<file path="src/rtl/apb_rr_arbiter.sv">
// apb_rr_arbiter: two-requester round-robin front end for a single APB master port.
// Serves one transfer at a time through IDLE -> SETUP -> ACCESS. A transfer ends
// on pready_i, or is forced to end with an error when the slave stalls too long.
module apb_rr_arbiter #(
    parameter int unsigned ADDR_W  = 8,
    parameter int unsigned DATA_W  = 32,
    parameter int unsigned TIMEOUT = 16
) (
    input  logic                  pclk,
    input  logic                  preset,
    input  logic [1:0]            req_valid_i,
    input  logic [1:0]            req_write_i,
    input  logic [2*ADDR_W-1:0]   req_addr_i,
    input  logic [2*DATA_W-1:0]   req_wdata_i,
    output logic [1:0]            rsp_done_o,
    output logic [DATA_W-1:0]     rsp_rdata_o,
    output logic                  rsp_slverr_o,
    output logic [1:0]            grant_o,
    output logic                  psel_o,
    output logic                  penable_o,
    output logic                  pwrite_o,
    output logic [ADDR_W-1:0]     paddr_o,
    output logic [DATA_W-1:0]     pwdata_o,
    input  logic [DATA_W-1:0]     prdata_i,
    input  logic                  pready_i,
    input  logic                  pslverr_i
);

    localparam int unsigned CNT_W = 8;
    localparam logic [CNT_W-1:0] CNT_LAST = CNT_W'(TIMEOUT - 1);

    typedef enum logic [1:0] {
        IDLE,
        SETUP,
        ACCESS
    } state_t;

    state_t             state;
    logic [CNT_W-1:0]   wait_cnt;
    logic               owner;
    logic               last_grant;

    logic [1:0]         eff_req;
    logic               pick;
    logic [ADDR_W-1:0]  sel_addr;
    logic [DATA_W-1:0]  sel_wdata;
    logic               sel_write;
    logic               finish_ok;
    logic               finish_to;

    // Effective requests: the requester acknowledged this cycle is still valid but must not be regranted.
    assign eff_req = req_valid_i & ~rsp_done_o;

    // Round-robin pick: a lone request wins; on a tie the requester not served last wins.
    always_comb begin
        pick = 1'b0;
        case (eff_req)
            2'b01:   pick = 1'b0;
            2'b10:   pick = 1'b1;
            2'b11:   pick = ~last_grant;
            default: pick = 1'b0;
        endcase
    end

    // Payload of the picked requester, latched on the IDLE -> SETUP edge.
    always_comb begin
        sel_addr  = pick ? req_addr_i[2*ADDR_W-1:ADDR_W]  : req_addr_i[ADDR_W-1:0];
        sel_wdata = pick ? req_wdata_i[2*DATA_W-1:DATA_W] : req_wdata_i[DATA_W-1:0];
        sel_write = req_write_i[pick];
    end

    // ACCESS ends normally on pready, or by timeout when the slave has stalled TIMEOUT cycles.
    assign finish_ok = (state == ACCESS) && pready_i;
    assign finish_to = (state == ACCESS) && !pready_i && (wait_cnt == CNT_LAST);

    // Transfer FSM with all APB and response outputs registered.
    always_ff @(posedge pclk or posedge preset) begin
        if (preset) begin
            state        <= IDLE;
            wait_cnt     <= '0;
            owner        <= 1'b0;
            last_grant   <= 1'b1;
            grant_o      <= 2'b00;
            psel_o       <= 1'b0;
            penable_o    <= 1'b0;
            pwrite_o     <= 1'b0;
            paddr_o      <= '0;
            pwdata_o     <= '0;
            rsp_done_o   <= 2'b00;
            rsp_rdata_o  <= '0;
            rsp_slverr_o <= 1'b0;
        end else begin
            rsp_done_o <= 2'b00;
            case (state)
                IDLE: begin
                    if (eff_req != 2'b00) begin
                        state     <= SETUP;
                        owner     <= pick;
                        grant_o   <= pick ? 2'b10 : 2'b01;
                        psel_o    <= 1'b1;
                        penable_o <= 1'b0;
                        paddr_o   <= sel_addr;
                        pwdata_o  <= sel_wdata;
                        pwrite_o  <= sel_write;
                        wait_cnt  <= '0;
                    end
                end
                SETUP: begin
                    state     <= ACCESS;
                    penable_o <= 1'b1;
                end
                ACCESS: begin
                    if (finish_ok || finish_to) begin
                        state      <= IDLE;
                        psel_o     <= 1'b0;
                        penable_o  <= 1'b0;
                        grant_o    <= 2'b00;
                        rsp_done_o <= grant_o;
                        last_grant <= owner;
                        if (finish_ok) begin
                            rsp_rdata_o  <= pwrite_o ? '0 : prdata_i;
                            rsp_slverr_o <= pslverr_i;
                        end else begin
                            rsp_rdata_o  <= '0;
                            rsp_slverr_o <= 1'b1;
                        end
                    end else begin
                        wait_cnt <= wait_cnt + CNT_W'(1);
                    end
                end
                default: begin
                    state     <= IDLE;
                    psel_o    <= 1'b0;
                    penable_o <= 1'b0;
                    grant_o   <= 2'b00;
                end
            endcase
        end
    end

endmodule
</file>
<file path="config.mk">
export PLATFORM = sky130hd
export DESIGN_NAME = apb_rr_arbiter
export DESIGN_NICKNAME = d
export VERILOG_FILES = /design/src/rtl/apb_rr_arbiter.sv
export SDC_FILE = /design/constraint.sdc
export NUM_CORES = 1
export LEC_CHECK = 0
export BUFFER_PORTS_ARGS = -buffer_cell sky130_fd_sc_hd__buf_2
export CORE_ASPECT_RATIO = 0.7
export CORE_UTILIZATION = 40
export CTS_CLUSTER_DIAMETER = 60
export DETAILED_ROUTE_END_ITERATION = 8
export HOLD_SLACK_MARGIN = 0.08
export PLACE_DENSITY = 0.75
export SETUP_SLACK_MARGIN = 0.05
export SLEW_MARGIN = 10
export SYNTH_ARGS = -nofsm -noshare
export SYNTH_HDL_FRONTEND = slang
export SYNTH_SLANG_ARGS = --single-unit
export TNS_END_PERCENT = 100
</file>
<file path="constraint.sdc">
create_clock -name pclk -period 3.2 [get_ports pclk]
set_input_delay 0.32 -clock pclk [delete_from_list [all_inputs] [get_ports pclk]]
set_output_delay 0.32 -clock pclk [all_outputs]
set_load 0.02 [all_outputs]
</file>
# After elaboration in Yosys (flattened, before gate mapping)
# Cells that the tools add are included.
op_classes:
  div: 0
  n_reduce_logical: 13
  bitwise_logic: 4
  shift: 0
  n_mux: 24
  mul: 0
  add_sub_neg: 1
  eq_ne: 8
  order_cmp: 1
op_table:
  columns: ["cell", "n"]
  rows:
  - ["32-bit 2-to-1 mux", 3]
  - ["8-bit 2-to-1 mux", 3]
  - ["8-bit case mux with 2 select lines", 1]
  - ["2-bit 2-to-1 mux", 6]
  - ["2-bit case mux with 3 select lines", 2]
  - ["8-bit by 1-bit adder with 8-bit output (second input constant)", 1]
  - ["8-bit by 4-bit == test with 1-bit output (second input constant)", 1]
  - ["2-bit == test (second input constant)", 3]
  - ["1-bit 2-to-1 mux", 6]
  - ["1-bit case mux with 3 select lines", 2]
  - ["2-bit AND reduction", 3]
  - ["3-bit AND reduction", 2]
  - ["2-bit inequality test (second input constant)", 2]
  - ["2-bit nonzero test", 2]
  - ["1-bit logical AND", 3]
  - ["2-bit bitwise AND", 1]
  - ["2-bit by 1-bit == test with 1-bit output (second input constant)", 1]
  - ["2-bit logical NOT", 1]
  - ["1-bit by 2-bit less-than comparator with 1-bit output (second input constant)", 1]
  - ["2-bit by 1-bit inequality test with 1-bit output (second input constant)", 1]
  - ["1-bit inverter", 2]
  - ["2-bit inverter", 1]
  - ["1-bit case mux with 2 select lines", 1]
  - ["1-bit logical NOT", 1]
  - ["1-bit logical OR", 1]
word_totals:
  out_inout_bits: 80
  ramBits: 0
  mem_bits_ro: 0
  memories: 0
  word_cells: 64
  latch_bits: 0
  regBits: 92

# Logic depth before layout (Yosys ltp)
depth:
  depth_word: 7
  ltp_mapped: 7
  ltp_nobuf: 5

# Least setup slack after synthesis
# OpenSTA, ideal clock, no wires.
synth_timing:
  path_type: "reg2reg"
  startpoint: "register wait_cnt[4]"
  endpoint: "register rsp_rdata_o[0]"
  setup_slack_ns: 1.456
  t_arrival_ns: 1.623
  stages_incl_launch_ff: 6
  path_cell_list: "dfrtp_1 -> or4_4 -> o21ai_4 -> nand2_4 -> buf_6 -> a22o_1"
synth_between:
  elab_chain_len: 4
synth_rtl:
  columns: ["element", "line_no", "source"]
  rows:
  - ["start: declaration", "39", "logic [CNT_W-1:0] wait_cnt;"]
  - ["start signal: assignment", "128", "wait_cnt <= wait_cnt + CNT_W'(1);"]
  - ["8-bit by 4-bit == test with 1-bit output", "74", "assign finish_to = (state == ACCESS) && !pready_i && (wait_cnt == CNT_LAST);"]
  - ["1-bit logical AND", "74", null]
  - ["1-bit logical OR", "113", "if (finish_ok || finish_to) begin"]
  - ["2-bit AND reduction (no source line)", null, null]
  - ["end signal: assignment", "121", "rsp_rdata_o <= pwrite_o ? '0 : prdata_i;"]
  - ["end: declaration", "16", "output logic [DATA_W-1:0] rsp_rdata_o,"]
# Every way passes these cells.
# A chain may end at the register's enable or synchronous reset.

# Worst setup path in the final report
layout_timing:
  startpoint: "register wait_cnt[4]"
  endpoint: "register wait_cnt[4]"
layout_between:
  elab_chain_len: 5
  elab_cells_between_ends: 8
  classes_between: "add/sub (1); eq/ne (2); mux (2); reduce/logical (3)"
layout_rtl:
  columns: ["element"]
  rows:
  - ["parallel branches: the longest is 5 deep, another holds 8-bit by 1-bit adder with 8-bit output"]
# Parallel ways; which one is timed is not known. The select of a mux whose other input is x is not followed.

==> results.rst <==
.. list-table::
   :header-rows: 1

   * - Metric
     - Value
   * - Status
     - finished clean
   * - Ratio of total power to cell area
     - 1060 nW/µm²
   * - PortBufs
     - roughly 200
   * - Global route total overflow
     - 0
   * - Clock skew
     - 0.00399 ns
   * - Number of cells on the worst reg-to-reg path
     - 4
   * - Register-to-register setup slack
     - 1.14 ns
   * - Count of max-cap constraint violations
     - 0
   * - Final Hold Viols
     - 0
   * - Number of nets in the synthesized netlist
     - 465
   * - Share of synthesized cell area in and, or, nand and nor gates
     - between 10% and 20%
   * - Layout cell share with drive strength beyond 1
     - 42.4%
   * - Cell area after layout
     - 5220 µm²
   * - Source-to-sink clock delay at the later pin of the worst-skew pair
     - 0.33 ns
   * - Crit Path Category
     - reg -> reg
   * - Startpoint Class
     - flop
   * - Part of the Yosys area used for sequential elements
     - between 60% and 70%
   * - Complex-gate fraction of the synthesized area
     - 20.1%
   * - Largest fanout on the critical path
     - 11
   * - Largest delay contributor family on the critical path
     - simple AND/OR/NAND/NOR gates
   * - Tcrit/Tclk final
     - 64.3%
   * - Drt first-iter violations
     - ~170
   * - Synthesized area per cell
     - 10.9 µm²
   * - Worst slew slack as a fraction of its limit
     - a little under half
   * - Maximum clock frequency
     - 486 MHz
   * - Post-synthesis adder-cell area fraction
     - 0.333%
   * - Crit path max-delay cell type
     - sky130_fd_sc_hd__or4_4
   * - Total Wirelength
     - 9820 µm
   * - Post-synth top flop
     - sky130_fd_sc_hd__dfrtp_1
   * - Buffer and inverter count on the worst path
     - 0
   * - Clock-pin slew on the worst setup and hold paths
     - 0.06 ns
   * - Leakage component of the power
     - 2.81 nW
   * - CTS buffer count
     - 9
   * - Post-Syn Instances
     - 344
   * - Area delta synth->final
     - 39.1%
   * - Number of levels the H-tree was split into
     - 3
   * - Total negative slack
     - 0 ns
   * - Post-DR wirelength/cell
     - 14.7 µm
   * - Worst vdd ir
     - 594 µV
   * - Site row count
     - 29
   * - Final critical path time including I/O delays and setup
     - just over 2 ns
   * - RR Endpoint
     - wait_cnt[4]
   * - CTS tree
     - done
   * - Max Root-Sink Buffers
     - 2
   * - Setup Viol. Count Final
     - 0
   * - Number of slew-limit violations in the final report
     - 0
   * - Most frequent standard cell in the layout excluding fill and tap cells
     - sky130_fd_sc_hd__buf_2
   * - Synthesis Warnings
     - 0
   * - Global-route wire length before repair
     - 16200 µm
   * - Fraction of synthesized cell area in xor and xnor cells
     - 0.233%
   * - Post-synth ARST share
     - 100%
   * - Clock Sinks
     - ~90
   * - CP cell instances
     - or4_4 -> o211ai_1 -> and2_1 -> o22a_1
   * - RePlAce Congestion
     - about 0.82
   * - Residual DRC
     - 0
   * - Per-cell via count in the routed design
     - approximately 5
   * - Startpoint of the most critical setup path
     - wait_cnt[4]
   * - Worst hold-check path type
     - in -> async
   * - Kind of capture point of the worst setup path
     - flop
   * - Data arrival time at the worst-slack endpoint
     - about 2.3 ns
   * - Critical path capture point
     - wait_cnt[4]
   * - Number of antenna violations at the first check in global routing
     - 0
   * - GRT Resource Usage Total
     - 20.6%
   * - Pre-antenna DRT Iters
     - 4
   * - Number of buffers inserted to repair setup after CTS
     - 0
   * - Maximum cell stage delay along the critical path
     - 0.57 ns
   * - CTS Hold Bufs
     - 0
   * - Most used cells in the layout excluding fill and tap cells
     - 199 x sky130_fd_sc_hd__buf_2, 91 x sky130_fd_sc_hd__dfrtp_1, 89 x sky130_fd_sc_hd__nand2_1
   * - Main combinational cell family by area after synthesis
     - compound AO/OA/AOI/OAI gates
   * - Die area
     - 9780 µm²
   * - Vertical die dimension
     - between 80 and 90 µm
   * - Placed wire-length estimate
     - 6940 µm
   * - Vias post-DR
     - 3410
   * - Number of global-route vias before repair
     - between 3000 and 4000
   * - Remaining number of nets flagged by the antenna check after routing
     - 0
   * - Cell Area, Synth
     - 3750 µm²
   * - Placed inst area
     - 4870 µm²
   * - Multiplexer share of the synthesized area
     - less than 1%
   * - Pin count of the biggest net entering global routing
     - 48
   * - Post-CTS resize count
     - 0
   * - Number of flops mapped to enable cells by yosys
     - 0
   * - Setup repair after global routing missed its margin
     - false
   * - Number of distinct library cells after synthesis
     - 39
   * - Worst Max-Slew Pin Slew
     - 0.820 ns
   * - Number of nets in the final layout
     - 658
   * - Initial core utilization
     - between 40% and 50%
   * - Area of the core
     - between 9000 and 10000 µm²
   * - Total number of cells along the worst setup path
     - 4
   * - # IOs
     - 200
   * - Die width
     - 118 µm
   * - Antenna diode count
     - 0
   * - Reg-to-Reg Start
     - wait_cnt[4]
   * - #FFs+latches synth
     - 92
   * - Required time reported for the critical path endpoint
     - approximately 3.5 ns
   * - Root Buffer
     - sky130_fd_sc_hd__clkbuf_16
[registers in the layout, summed over array words and instances, names as in the netlist]
| register | count |
|---|---|
| pwdata_o | 32 |
| rsp_rdata_o | 32 |
| paddr_o | 8 |
| wait_cnt | 8 |
| grant_o | 2 |
| rsp_done_o | 2 |
| state | 2 |
| last_grant | 1 |
| owner | 1 |
| penable_o | 1 |
| psel_o | 1 |
| pwrite_o | 1 |
| rsp_slverr_o | 1 |
[power breakdown]
part	total, W	internal [W]	switching [W]
Sequential	0.00200	0.00168	0.000317
Combinational	0.00231	0.000872	0.00144
Clock	0.00122	0.000784	0.000435
Total	0.00553	0.00334	0.00219
[cells in the mapped netlist, types with 3 or more instances]
cell                        n  area [µm²]
sky130_fd_sc_hd__dfrtp_1   91        2280
sky130_fd_sc_hd__nand2_1   89         334
sky130_fd_sc_hd__a22oi_1   41         308
sky130_fd_sc_hd__a22o_1    32         280
sky130_fd_sc_hd__clkbuf_1  14        52.6
sky130_fd_sc_hd__nor2_1    10        37.5
sky130_fd_sc_hd__nand3_1    9        45.0
sky130_fd_sc_hd__inv_1      8        30.0
sky130_fd_sc_hd__o21ai_0    7        35.0
sky130_fd_sc_hd__buf_2      5        25.0
sky130_fd_sc_hd__a21oi_1    3        15.0
sky130_fd_sc_hd__buf_6      3        33.8
[logic make-up (layout without fill, tap and decap cells)]
logic type      after synthesis  in the layout
fa+ha+maj                     1              1
mux                           1              1
xor+xnor                      1              1
simple gates                123            123
compound gates               96             96
flops                        92             92
buf+inv                      30            228
[worst min-delay path by stage]
stage | end | slack (ns) | cells after the start
detailed placement | owner | 0.48 | 1
floorplan | paddr_o[0] | 0.43 | 2
finish | rsp_rdata_o[26] | 0.11 | 2
global route | rsp_rdata_o[23] | 0.16 | 2
global placement | owner | 0.46 | 1
CTS | rsp_rdata_o[29] | 0.13 | 2
[metrics by stage]
stage	std cells	power, W	utilization (%)	setup slack, ns	hold WS [ns]
2_1_floorplan	344	0.00352	-	0.490	0.425
3_3_place_gp	650	0.00427	53.7	1.22	0.465
3_5_place_dp	650	0.00435	53.7	1.17	0.476
4_1_cts	666	0.00560	57.6	1.14	0.132
5_1_grt	666	0.00586	57.6	1.04	0.162
6_report	666	0.00553	57.6	1.14	0.107
[layout make-up]
class	instances	area (µm²)
tap	124	155
timing repair buffer	204	1050
inverter	8	31.3
fill	792	3850
multi-input combinational	222	1340
sequential	92	2300
clock buffer	10	239
clock inverter	6	111
[routing by layer]
metal	part of all wire, %	global-route usage [%]	up-vias
met5	0	0	-
met4	0.95	5.36	0
met3	8.4	6.39	10
met2	47	33.9	160
met1	43	26.5	1633
li1	-	-	1607
(Power assumes the default switching activity.)
